File: config.mk
export PLATFORM = sky130hd
export DESIGN_NAME = mem_writeback
export DESIGN_NICKNAME = d
export VERILOG_FILES = /design/src/rtl/mem_writeback.sv
export SDC_FILE = /design/constraint.sdc
export NUM_CORES = 1
export LEC_CHECK = 0
export ABC_AREA = 1
export BUFFER_PORTS_ARGS = -buffer_cell sky130_fd_sc_hd__buf_2
export CAP_MARGIN = 20
export CORE_ASPECT_RATIO = 0.6
export CORE_UTILIZATION = 54
export DETAILED_ROUTE_END_ITERATION = 10
export PLACE_DENSITY = 0.87
export SYNTH_ARGS = -nofsm -noshare
export SYNTH_HDL_FRONTEND = slang
export SYNTH_SLANG_ARGS = --single-unit
File: constraint.sdc
create_clock -name clk -period 11.34 [get_ports clk]
set_clock_uncertainty 0.05 [all_clocks]
set_input_delay 1.134 -clock clk [delete_from_list [all_inputs] [get_ports clk]]
set_output_delay 1.134 -clock clk [all_outputs]
set_load 0.02 [all_outputs]
File: src/rtl/mem_writeback.sv
// Memory/writeback stage: captures EX into M, picks load data or ALU result into W,
// and provides decode-side forwarding, load-use stall, load/store counters and a sticky error.
module mem_writeback #(
    parameter int DW      = 32,
    parameter int RAW     = 5,
    parameter int ZERO_HW = 1
) (
    input  logic           clk,
    input  logic           rst,
    input  logic           ex_valid,
    input  logic           ex_load,
    input  logic           ex_store,
    input  logic           ex_wen,
    input  logic [RAW-1:0] ex_rd_idx,
    input  logic [DW-1:0]  ex_alu,
    input  logic [DW-1:0]  mem_q,
    input  logic [RAW-1:0] id_ra_idx,
    input  logic [RAW-1:0] id_rb_idx,
    input  logic [DW-1:0]  id_ra_rf,
    input  logic [DW-1:0]  id_rb_rf,
    output logic           id_stall,
    output logic [DW-1:0]  id_ra_val,
    output logic [DW-1:0]  id_rb_val,
    output logic           wb_en,
    output logic [RAW-1:0] wb_idx,
    output logic [DW-1:0]  wb_data,
    output logic [31:0]    load_cnt,
    output logic [31:0]    store_cnt,
    output logic           err
);

    logic           w_ex_store_eff;
    logic           w_ex_idx_ok;
    logic           w_ex_wen;
    logic           w_ex_conflict;
    logic [DW-1:0]  w_m_data;

    logic           r_m_valid;
    logic           r_m_load;
    logic           r_m_store;
    logic           r_m_wen;
    logic [RAW-1:0] r_m_idx;
    logic [DW-1:0]  r_m_alu;

    logic           r_w_valid;
    logic           r_w_wen;
    logic [RAW-1:0] r_w_idx;
    logic [DW-1:0]  r_w_data;

    logic [31:0]    r_load_cnt;
    logic [31:0]    r_store_cnt;
    logic           r_err;

    // A load+store conflict is demoted to a plain load.
    assign w_ex_conflict  = ex_valid & ex_load & ex_store;
    assign w_ex_store_eff = ex_store & ~ex_load;
    assign w_ex_idx_ok    = (ZERO_HW == 0) || (ex_rd_idx != '0);
    assign w_ex_wen       = ex_wen & ~w_ex_store_eff & w_ex_idx_ok;

    always_ff @(posedge clk or posedge rst) begin
        if (rst) begin
            r_m_valid <= 1'b0;
            r_m_load  <= 1'b0;
            r_m_store <= 1'b0;
            r_m_wen   <= 1'b0;
            r_m_idx   <= '0;
            r_m_alu   <= '0;
        end else begin
            r_m_valid <= ex_valid;
            r_m_load  <= ex_load;
            r_m_store <= w_ex_store_eff;
            r_m_wen   <= w_ex_wen;
            r_m_idx   <= ex_rd_idx;
            r_m_alu   <= ex_alu;
        end
    end

    // mem_q is only meaningful in the cycle the load sits in M.
    assign w_m_data = r_m_load ? mem_q : r_m_alu;

    always_ff @(posedge clk or posedge rst) begin
        if (rst) begin
            r_w_valid <= 1'b0;
            r_w_wen   <= 1'b0;
            r_w_idx   <= '0;
            r_w_data  <= '0;
        end else begin
            r_w_valid <= r_m_valid;
            r_w_wen   <= r_m_wen;
            r_w_idx   <= r_m_idx;
            r_w_data  <= w_m_data;
        end
    end

    assign wb_en   = r_w_valid & r_w_wen;
    assign wb_idx  = r_w_idx;
    assign wb_data = r_w_data;

    logic w_ra_ok;
    logic w_rb_ok;
    logic w_m_fwd_ok;
    logic w_w_fwd_ok;
    logic w_ra_m_hit;
    logic w_rb_m_hit;
    logic w_ra_w_hit;
    logic w_rb_w_hit;

    assign w_ra_ok    = (ZERO_HW == 0) || (id_ra_idx != '0);
    assign w_rb_ok    = (ZERO_HW == 0) || (id_rb_idx != '0);
    assign w_m_fwd_ok = r_m_valid & r_m_wen & ~r_m_load;
    assign w_w_fwd_ok = r_w_valid & r_w_wen;

    assign w_ra_m_hit = w_ra_ok & w_m_fwd_ok & (r_m_idx == id_ra_idx);
    assign w_rb_m_hit = w_rb_ok & w_m_fwd_ok & (r_m_idx == id_rb_idx);
    assign w_ra_w_hit = w_ra_ok & w_w_fwd_ok & (r_w_idx == id_ra_idx);
    assign w_rb_w_hit = w_rb_ok & w_w_fwd_ok & (r_w_idx == id_rb_idx);

    always_comb begin
        id_ra_val = id_ra_rf;
        if (w_ra_m_hit)      id_ra_val = r_m_alu;
        else if (w_ra_w_hit) id_ra_val = r_w_data;
    end

    always_comb begin
        id_rb_val = id_rb_rf;
        if (w_rb_m_hit)      id_rb_val = r_m_alu;
        else if (w_rb_w_hit) id_rb_val = r_w_data;
    end

    // Load data is not ready until the load reaches W, so a dependent decode waits one cycle.
    assign id_stall = r_m_valid & r_m_load & r_m_wen &
                      ((w_ra_ok & (r_m_idx == id_ra_idx)) |
                       (w_rb_ok & (r_m_idx == id_rb_idx)));

    always_ff @(posedge clk or posedge rst) begin
        if (rst) begin
            r_load_cnt  <= '0;
            r_store_cnt <= '0;
            r_err       <= 1'b0;
        end else begin
            if (r_m_valid & r_m_load)  r_load_cnt  <= r_load_cnt + 32'd1;
            if (r_m_valid & r_m_store) r_store_cnt <= r_store_cnt + 32'd1;
            if (w_ex_conflict)         r_err       <= 1'b1;
        end
    end

    assign load_cnt  = r_load_cnt;
    assign store_cnt = r_store_cnt;
    assign err       = r_err;

endmodule

# Word-level counts from Yosys, hierarchy flattened
# Cells that the tools add are included.
[totals]
ff_bits = 145
in_bits = 149
output_inout_bits = 168
wordCells = 53
[classes]
add_sub_neg = 2
eq_ne = 4
muxes = 5
n_bitwise = 26
n_reduce_logical = 3
[ops]
columns = ["cell", "n"]
rows = [
  ["2-to-1 mux 32 bit", 5],
  ["adder 32 x 1 -> 32 bit, second input constant", 2],
  ["AND 1 bit", 22],
  ["== test 5 bit", 4],
  ["nonzero test 5 bit", 3],
  ["NOT 1 bit", 3],
  ["OR 1 bit", 1],
]

# Logic depth before layout (Yosys ltp)
# Gate-level depths: netlist of the first run.
[depth]
ltp_word = 5
ltp_mapped = 11
depth_no_buf = 10

# Worst setup path after synthesis of the first run
# Ideal clock, no wire load.
[synth_timing]
path_type = "input-to-output"
start = "input id_rb_idx[4]"
end = "output id_rb_val[10]"
arrival_ps = 2071
required_ps = 10156
slack_ps = 8085
cell_stages = 10
path_buffers = 1
cell_sequence = "inv_1 nand2_1 nand2_1 nand2_1 nor2_2 nand2_1 buf_2 nand2_1 nand3_1 nand2_1"
[synth_via]
elab_chain_cells = 5
word_cells_on_any_way = 9
classes_between = "eq/ne: 2; mux: 2; bitwise: 4; reduce/logical: 1"
[synth_lines]
columns = ["item", "line_no", "rtl"]
rows = [
  ["from (decl)", "18", "input logic [RAW-1:0] id_rb_idx,"],
  ["nonzero test 5 bit", "109", "assign w_rb_ok = (ZERO_HW == 0) || (id_rb_idx != '0);"],
  ["AND 1 bit (2 in a row)", "116", "assign w_rb_w_hit = w_rb_ok & w_w_fwd_ok & (r_w_idx == id_rb_idx);"],
  ["2-to-1 mux 32 bit", "127", "else if (w_rb_w_hit) id_rb_val = r_w_data;"],
  ["2-to-1 mux 32 bit *", "126", "if (w_rb_m_hit) id_rb_val = r_m_alu;"],
  ["to (decl)", "23", "output logic [DW-1:0] id_rb_val,"],
]
# Every way passes the cells marked *; elsewhere a longest branch is shown, timed or not.

# Final worst setup path of the first run
[layout_timing]
start = "register r_m_load"
end = "output id_ra_val[17]"
[layout_via]
elab_chain_cells = 5
[layout_lines]
columns = ["item", "line_no", "rtl"]
rows = [
  ["from (decl)", "39", "logic r_m_load;"],
  ["from (signal assigned)", "70", "r_m_load <= ex_load;"],
  ["NOT 1 bit", "110", "assign w_m_fwd_ok = r_m_valid & r_m_wen & ~r_m_load;"],
  ["AND 1 bit", "110", ""],
  ["AND 1 bit (2 in a row)", "113", "assign w_ra_m_hit = w_ra_ok & w_m_fwd_ok & (r_m_idx == id_ra_idx);"],
  ["2-to-1 mux 32 bit", "120", "if (w_ra_m_hit) id_ra_val = r_m_alu;"],
  ["to (decl)", "22", "output logic [DW-1:0] id_ra_val,"],
]
# Every way passes these cells.

==> key figures, run 1 <==
Global routing
  • First-pass GRT wire length: around 42000 um
  • Number of global-route vias before repair: approximately 8000
  • Total GRT Usage: 0.345
  • Largest net degree at the start of global routing: 75
  • Global route overflow: 0
  • Initial antenna violation count: 5

Placed design
  • Pre-CTS setup slack: about 6.3 ns
  • IO Port Bufs: ~320
  • Placed Instances: between 1500 and 2000
  • GPL Wtd Cong: between 0.9 and 1
  • HPWL after detailed placement: around 19000 um

Synth
  • Post-Synth Adder-Cell Area: 0.00307
  • Sequential share of the synthesized area: 0.445
  • Synthesized area per cell: between 7 and 8 um2
  • Yosys reg bits: about 150
  • Post-synthesis mux area share: 0.0442
  • Post-synthesis cell type count: 33
  • Synth Net Count: about 1200
  • Cell Area, Synth: around 8000 um2
  • Largest family of logic cells by synthesized area: simple AND/OR/NAND/NOR gates
  • Synth Area in XOR/XNOR: 0.0515
  • Ys async rst share: 1.00
  • Top_reg_cell synth: dfrtp_1
  • Syn Inst Count: 1082
  • Post-synth EDFFs: 0
  • Synth warn: 0
  • Post-synthesis compound-gate area fraction: 0.00567
  • Simple-Gate Fraction of Synth Area: 0.354

Critical path
  • Crit Path Class: register to output pin
  • CP max stage cell: nor2_4
  • Crit path cell chain: nor2_4 -> o21ai_1 -> nor2_4 -> nand2_1 -> nand2_1 -> buf_2
  • WP data arrival: about 3.7 ns
  • Flop2flop setup slack: 9.05 ns
  • Top delay family on crit path: simple AND/OR/NAND/NOR gates
  • CP Capture Type: output pin
  • RR Startpoint: r_m_load$_DFF_PP0_
  • CP Max Fanout: 35
  • Startpoint Class: register
  • Worst Path Buf+Inv: 1
  • R2R depth: 7
  • CP max stage delay: 0.94 ns
  • CP Data Required Time: around 10 ns
  • Worst r2r dst: load_cnt[24]$_DFFE_PP0N_

Timing
  • Slew headroom: 0.312
  • Final Hold Fails: 0
  • Highest clock rate: roughly 200 MHz
  • RSZ-0062 raised after global routing: no
  • Min Tclk post-route: ~4.9 ns
  • Final WS setup: approximately 6.5 ns
  • Crit share post-route: 0.431
  • Measured slew at the worst slew-check pin: 1.03 ns
  • Hold slack: between 0.3 and 0.4 ns
  • Slew Limit Fails: 0
  • Setup Total Neg Slack: 0 ns
  • Final setup viols: 0

Min path
  • Hold path depth: 0
  • Hold crit path type: register to register
  • Hold_sp: r_m_wen$_DFF_PP0_
  • Hold EP: r_w_wen$_DFF_PP0_

Die
  • Initial Utilization: 0.558
  • Core Box Area: roughly 15000 um2
  • FP Rows: 34
  • DIE AREA: approximately 16000 um2
  • Die extent in x: between 150 and 200 um
  • Die Height: ~97 um
  • IO Count: 317

Clock network
  • Post-CTS Resized: 0
  • Post-CTS Setup Repair Bufs: 0
  • CTS sink count: about 150
  • CTS tree: built
  • CTS Hold Buffers Added: 0
  • Clock Path Buffers: 2
  • Later-pin clock latency in the skew report: roughly 0.42 ns
  • CTS buffer count: 17
  • H-Tree Depth: 4
  • CTS Root Cell: clkbuf_16
  • Worst-path clk slew: roughly 0.06 ns

Route
  • Wirelength per Cell: around 17 um
  • Vias: roughly 8600
  • DRC Markers: 0
  • Total wire length: 26500 um
  • Vias per std cell: between 5 and 6
  • Drt first pass iters: 5
  • 1st-iter DRT viols: approximately 680
  • Detail Route Antenna Nets: 0

Finish
  • Nets: around 1500
  • Share of cells above drive strength 1: 0.296
  • Fill cell count: between 1000 and 1500
  • Final core occ: 0.718
  • Non-filler instance count after layout: 1597
  • Area grow syn2layout: 28.7%

Power and ir drop
  • Power per Cell Area: 134 nW/um2
  • Worst VDD drop: ~0.13 mV
  • Leak: 5.97 nW

Status
  • Status: finished clean

Flow run
  • Max-cap viol count: 0
report_power, final:
part / internal, W / leakage (nW) / switching [W] / total [W]
registers: 0.000551 / 1.82 / 0.0000399 / 0.000591
clock network: 0.000332 / 0.287 / 0.000245 / 0.000576
logic: 0.0000852 / 3.86 / 0.000151 / 0.000236
cell usage after synthesis (all sizes together) (2+ instances only):
| master | count | area [um2] |
|---|---|---|
| nand2 | 346 | 1310 |
| nand3 | 191 | 973 |
| inv | 157 | 589 |
| dfrtp | 145 | 3630 |
| nor2 | 72 | 313 |
| buf | 33 | 180 |
| mux2 | 32 | 360 |
| xor2 | 27 | 236 |
| xnor2 | 21 | 184 |
| nand4 | 14 | 87.6 |
| nor3 | 14 | 91.3 |
| nand3b | 13 | 97.6 |
| clkbuf | 4 | 18.8 |
| a21oi | 3 | 15.0 |
| o21ai | 3 | 15.0 |
| ha | 2 | 25.0 |
cells in the final DEF, fill, tap and decap left out, types with 2 or more instances in the layout:
cell type	instances
a21oi_1	3
buf_2	316
buf_4	3
bufinv_16	2
clkbuf_16	17
clkinv_4	2
clkinvlp_4	2
dfrtp_1	144
diode_2	2
ha_1	2
inv_1	150
inv_2	6
inv_6	6
inv_8	3
mux2_2	32
nand2_1	344
nand3_1	187
nand3_2	3
nand3b_1	13
nand4_1	14
nor2_1	61
nor2_2	3
nor2_4	8
nor3_1	11
nor3_4	2
o21ai_0	2
xnor2_1	21
xor2_1	27
state kept, by name, indices dropped and copies added, names as in the netlist:
register,cells
load_cnt,32
r_m_alu,32
store_cnt,32
wb_data,32
r_m_idx,5
wb_idx,5
err,1
r_m_load,1
r_m_store,1
r_m_valid,1
r_m_wen,1
r_w_valid,1
r_w_wen,1
metal layers:
layer	global-route usage	wire, um
met5	0	37
met4	0.108	571
met3	0.0883	2640
met2	0.529	11900
met1	0.480	11300
metrics by stage:
step	total power (W)	area (um2)
CTS	0.00141	10500
global route	0.00146	10500
global placement	0.000824	9860
detailed placement	0.000831	9890
floorplan	0.000729	8160
finish	0.00140	10500
worst max path at each step:
stage | from | to | cells past startpoint
global route | r_m_load$_DFF_PP0_ | id_rb_val[27] | 7
floorplan | rst | err$_DFFE_PP0P_ | 1
finish | r_m_load$_DFF_PP0_ | id_ra_val[17] | 6
CTS | id_ra_idx[4] | id_ra_val[5] | 11
detailed placement | id_ra_idx[4] | id_ra_val[5] | 11
global placement | id_rb_idx[0] | id_rb_val[29] | 10
layout make-up:
cell class / instances / area [um2] / area share
timing repair buffer: 321 / 1650 / 0.157
antenna: 2 / 5.00 / 0.000477
inverter: 157 / 594 / 0.0566
clock inverter: 14 / 170 / 0.0162
sequential: 145 / 3630 / 0.346
multi-input combinational: 743 / 3780 / 0.360
tap: 198 / 248 / 0.0236
clock buffer: 17 / 425 / 0.0405
logic make-up (layout without fill, tap and decap cells):
logic type	after synthesis	in the layout
and+or+nand+nor	653	653
buffers and inverters	194	509
adders and majority gates	2	2
other	0	2
DFF	145	145
muxes	32	32
xor gates and xnor gates	48	48
AOI/OAI and AO/OA	8	8
Power figures use the tool's default switching activity.
==> inputs of run 2 (changes only) <==
CORE_UTILIZATION = 45   (was 54)
PLACE_DENSITY = 0.78   (was 0.87)
clock period = 4.2 ns   (was 11.34 ns; I/O delays follow)
==> run 2 against run 1 <==
Compared with the run above: non-clock buffer count up 4; power rose to 2.7 times the previous value; the flow now finishes with violations (design-rule violations); first-iteration DRC count up 8.1%; clock-buffer cell count up 3; critical endpoint is now id_rb_val[10].
==> key figures, run 2 (synthesis gave the netlist of run 1 again) <==
Finish
  • Fill cell count: 1600
  • Most frequent cells in the layout: nand2_1, buf_2, nand3_1
  • Non-filler instance count after layout: 1640
  • Area grow syn2layout: 29.6%
  • Commonest non-fill, non-tap cell in the layout: nand2_1
  • Nets: 1540
  • Share of cells above drive strength 1: 0.298
  • Sequential Area: about 3600 um2
  • Multi-input gate area: roughly 3800 um2

Clock network
  • Later-pin clock latency in the skew report: 0.42 ns
  • CTS buffer count: 17
  • Post-CTS Setup Repair Bufs: 0
  • CTS sink count: between 100 and 150
  • Post-CTS Resized: 0
  • CTS Root Cell: clkbuf_16
  • CTS tree: built
  • H-Tree Depth: 4
  • Clock Path Buffers: 2
  • CTS Hold Buffers Added: 0
  • Worst-path clk slew: ~0.070 ns

Critical path
  • Crit-path most repeated cell: nand2_1
  • CP Max Fanout: 32
  • CP Data Required Time: between 3 and 4 ns
  • Crit Path Class: register to output pin
  • Startpoint Class: register
  • CP max stage cell: nand3_2
  • CP max stage delay: about 0.62 ns
  • WP data arrival: approximately 2.8 ns
  • Crit path cell chain: nand2_1 -> nor2_4 -> nand2_1 -> inv_1 -> nand3_2 -> nand3_1 -> nand2_1 -> buf_2
  • CP Capture Type: output pin

Timing
  • Crit share post-route: 0.789
  • Slew headroom: 0.396
  • Min Tclk post-route: approximately 3.3 ns
  • Final Hold Fails: 0
  • Slew Limit Fails: 0
  • RSZ-0062 raised after global routing: no
  • Highest clock rate: 302 MHz
  • Final setup viols: 0
  • Measured slew at the worst slew-check pin: between 0.9 and 1 ns
  • Setup Total Neg Slack: 0 ns

Power and ir drop
  • Worst VDD drop: ~0.29 mV
  • Leak: between 5 and 6 nW
  • Power per Cell Area: roughly 360 nW/um2

Global routing
  • Largest net degree at the start of global routing: 146
  • Number of global-route vias before repair: between 8000 and 9000
  • First-pass GRT wire length: 41600 um
  • Initial antenna violation count: 6
  • Global route overflow: 0
  • Total GRT Usage: 0.290

Die
  • Initial Utilization: 0.467
  • Die Height: about 110 um
  • Die extent in x: approximately 180 um
  • IO Count: ~320
  • DIE AREA: ~19000 um2
  • FP Rows: 37
  • Core Box Area: 17500 um2

Placed design
  • GPL Wtd Cong: ~0.92
  • IO Port Bufs: about 320
  • HPWL after detailed placement: slightly below 20000 um
  • Placed Instances: around 1600

Route
  • Vias: about 8400
  • Total wire length: 26400 um
  • Vias per std cell: 5.11
  • DRC Markers: 2
  • Drt first pass iters: 8
  • Detail Route Antenna Nets: 0
  • 1st-iter DRT viols: 737
  • Wirelength per Cell: between 15 and 20 um

Min path
  • Hold crit path type: input port to register

Flow run
  • Max-cap viol count: 0

Status
  • Failing checks: design-rule violations
  • Status: finished with violations
==> run 2: cell count changes in the layout (fill, tap and decap cells not counted), sizes merged <==
cell / change
buf: +4
clkbuf: +3
clkinv: +4
clkinvlp: -1
diode: +2
inv: -5
==> run 2: stage by stage <==
stage               total power, W  utilization  setup WS (ns)  hold WS, ns  instance area [um2]
global placement           0.00223        0.571           1.38        0.342                 9960
finish                     0.00378        0.606          0.887       0.0453                10600
CTS                        0.00380        0.605          0.904       0.0364                10600
detailed placement         0.00225        0.571           1.36        0.341                 9960
floorplan                  0.00197            -           1.91        0.324                 8160
global route               0.00394        0.606          0.644       0.0316                10600
==> run 2: critical path: cells and delay by family, from the launching register on <==
family	cells	cell delay [ns]
AND/OR/NAND/NOR	6	1.68
flip-flops	1	0.45
buffers and inverters	2	0.27
==> run 2: per-layer routing <==
metal  track usage  wire, um  share of wire
met2         0.460     11900           0.45
met1         0.379     11200           0.42
met3        0.0869      2740           0.10
met4        0.0957       542          0.021
met5             0        23        0.00087
==> run 2: final timing paths <==
check / start / endpoint / slack, ns / cells past startpoint
max: r_m_valid$_DFF_PP0_ / id_rb_val[10] / 0.89 / 8
min: ex_alu[26] / r_m_alu[26]$_DFF_PP0_ / 0.05 / 1
max reg2reg: r_m_load$_DFF_PP0_ / load_cnt[27]$_DFFE_PP0N_ / 2.16 / 8
min reg2reg: r_m_wen$_DFF_PP0_ / r_w_wen$_DFF_PP0_ / 0.35 / 0
max in group asynchronous: rst / store_cnt[4]$_DFFE_PP0P_ / 3.29 / 3
min in group asynchronous: rst / store_cnt[25]$_DFFE_PP0P_ / 0.14 / 3
==> run 2: cell type report <==
class	count	area share
multi-input combinational	743	0.358
antenna	4	0.000946
tap	234	0.0277
clock inverter	12	0.0142
sequential	145	0.343
timing repair buffer	325	0.157
clock buffer	20	0.0432
inverter	157	0.0561
==> run 2: report_power, final <==
group | switching (W) | leakage (nW) | total [W] | internal [W]
clock | 0.000637 | 0.298 | 0.00156 | 0.000922
combinational | 0.000406 | 3.86 | 0.000639 | 0.000232
sequential | 0.0000969 | 1.82 | 0.00159 | 0.00149
==> inputs of run 3 (changes only) <==
clock period = 2.9 ns   (was 4.2 ns; I/O delays follow)
==> run 3 against run 2 <==
Compared with the run above: the flow now finishes without violations; final area increased by 4.0%; combinational power increased by 52%; core utilization increased by 2.4 points; non-clock buffer count increased by 45; wire length increased by 2.1%; global-route usage decreased by 0.21 points; sequential share of layout area decreased by 1.3 points; power increased by 44%; largest power group unchanged; highest routed layer unchanged.
==> key figures, run 3 (synthesis gave the netlist of run 1 again) <==
Die
  • DIE AREA: 18700 um2
  • IO Count: between 300 and 400
  • FP Rows: 37
  • Initial Utilization: 0.467
  • Die extent in x: ~180 um
  • Core Box Area: ~17000 um2
  • Die Height: around 110 um

Timing
  • Final WS setup: ~0.16 ns
  • Setup Total Neg Slack: 0 ns
  • Slew headroom: 0.474
  • RSZ-0062 raised after global routing: no
  • Highest clock rate: about 360 MHz
  • Slew Limit Fails: 0
  • Final setup viols: 0
  • Crit share post-route: 0.946
  • Min Tclk post-route: 2.74 ns
  • Final Hold Fails: 0
  • Measured slew at the worst slew-check pin: 0.788 ns
  • Hold slack: roughly 0.06 ns

Route
  • Detail Route Antenna Nets: 0
  • Drt first pass iters: 5
  • DRC Markers: 0
  • 1st-iter DRT viols: around 800
  • Total wire length: approximately 27000 um
  • Vias: 8539
  • Wirelength per Cell: ~16 um
  • Vias per std cell: ~5

Clock network
  • CTS tree: built
  • Later-pin clock latency in the skew report: 0.41 ns
  • Clock Path Buffers: 2
  • Post-CTS Setup Repair Bufs: 0
  • H-Tree Depth: 4
  • CTS Root Cell: clkbuf_16
  • Worst-path clk slew: 0.07 ns
  • CTS sink count: around 150
  • CTS buffer count: 17

Finish
  • Area grow syn2layout: 34.8%
  • Final Cell Area: between 10000 and 15000 um2
  • Share of cells above drive strength 1: 0.292
  • Final core occ: 0.630
  • Fill cell count: 1528
  • Nets: 1585
  • Commonest non-fill, non-tap cell in the layout: nand2_1
  • Most frequent cells in the layout: nand2_1, buf_2, nand3_1

Critical path
  • CP Max Fanout: 32
  • CP Data Required Time: 2.56 ns
  • Crit Path Class: register to output pin
  • Crit-path most repeated cell: nand2_1
  • CP Capture Type: output pin
  • Startpoint Class: register
  • WP data arrival: about 2.4 ns
  • CP max stage delay: roughly 0.44 ns
  • Crit path cell chain: nand2_1 -> nor2_4 -> o21ai_1 -> nor2_4 -> buf_4 -> nand2_1 -> nand2_1 -> buf_2
  • CP max stage cell: dfrtp_1

Power and ir drop
  • Worst VDD drop: about 0.43 mV
  • Power per Cell Area: 496 nW/um2
  • Leak: a little over 6 nW

Placed design
  • HPWL after detailed placement: approximately 20000 um
  • IO Port Bufs: 316
  • Pre-CTS setup slack: 0.583 ns
  • Placement-stage cell area: ~10000 um2
  • GPL Wtd Cong: just over 0.9

Global routing
  • Largest net degree at the start of global routing: 146
  • Initial antenna violation count: 3
  • First-pass GRT wire length: roughly 42000 um
  • Total GRT Usage: 0.288
  • Global route overflow: 0
  • Number of global-route vias before repair: 8065

Flow run
  • Max-cap viol count: 0

Min path
  • Hold crit path type: input port to async pin

Status
  • Status: finished clean
-- run 3: layer usage --
layer  GRT usage  share of wire  up-vias
met5           0        0.00059        -
met4      0.0807          0.015        4
met3      0.0579          0.081       36
met2       0.450           0.45      396
met1       0.405           0.45     4007
li1            -              -     4096
-- run 3: final timing paths --
path | start | to | slack [ns] | cells past startpoint
worst max register to register | r_m_load$_DFF_PP0_ | load_cnt[28]$_DFFE_PP0N_ | 0.85 | 8
worst min register to register | r_m_wen$_DFF_PP0_ | r_w_wen$_DFF_PP0_ | 0.36 | 0
min in group clk | mem_q[24] | wb_data[24]$_DFF_PP0_ | 0.07 | 2
worst min-delay path | rst | store_cnt[21]$_DFFE_PP0P_ | 0.06 | 3
worst max-delay path | r_m_valid$_DFF_PP0_ | id_ra_val[18] | 0.16 | 8
max in group asynchronous | rst | r_m_alu[3]$_DFF_PP0_ | 2.15 | 3
-- run 3: timing repair --
action                                  in CTS  in global routing
endpoints found under the setup margin       0                  1
hold buffers                                39                  0
resized for setup                            0                  1
endpoints found under the hold margin       39                  0
-- run 3: worst max-delay path, delay by kind of cell (launching register included) --
kind / cells / cell delay (ns)
AND/OR/NAND/NOR: 5 / 0.83
buffers and inverters: 2 / 0.52
flip-flops: 1 / 0.44
AO/OA/AOI/OAI: 1 / 0.19
-- run 3: metrics by stage --
step / instances / power, W
after floorplan: 1082 / 0.00285
after global placement: 1610 / 0.00324
after detailed placement: 1610 / 0.00326
after CTS: 1681 / 0.00549
after global routing: 1682 / 0.00569
final: 1682 / 0.00545
-- run 3: layout make-up --
cell class	instances	area, um2	share of cell area
Clock inverter	11	118	0.0107
Timing Repair Buffer	370	2110	0.192
Multi-Input combinational cell	743	3790	0.345
Tap cell	234	293	0.0266
Antenna cell	1	2.50	0.000228
Sequential cell	145	3630	0.330
Inverter	157	593	0.0539
Clock buffer	21	460	0.0419
-- run 3: power by group --
group / total [W] / leakage, nW / internal (W) / switching (W)
combinational: 0.000973 / 4.06 / 0.000374 / 0.000599
clock: 0.00218 / 0.278 / 0.00125 / 0.000927
sequential: 0.00230 / 1.82 / 0.00216 / 0.000145
total: 0.00545 / 6.16 / 0.00378 / 0.00167
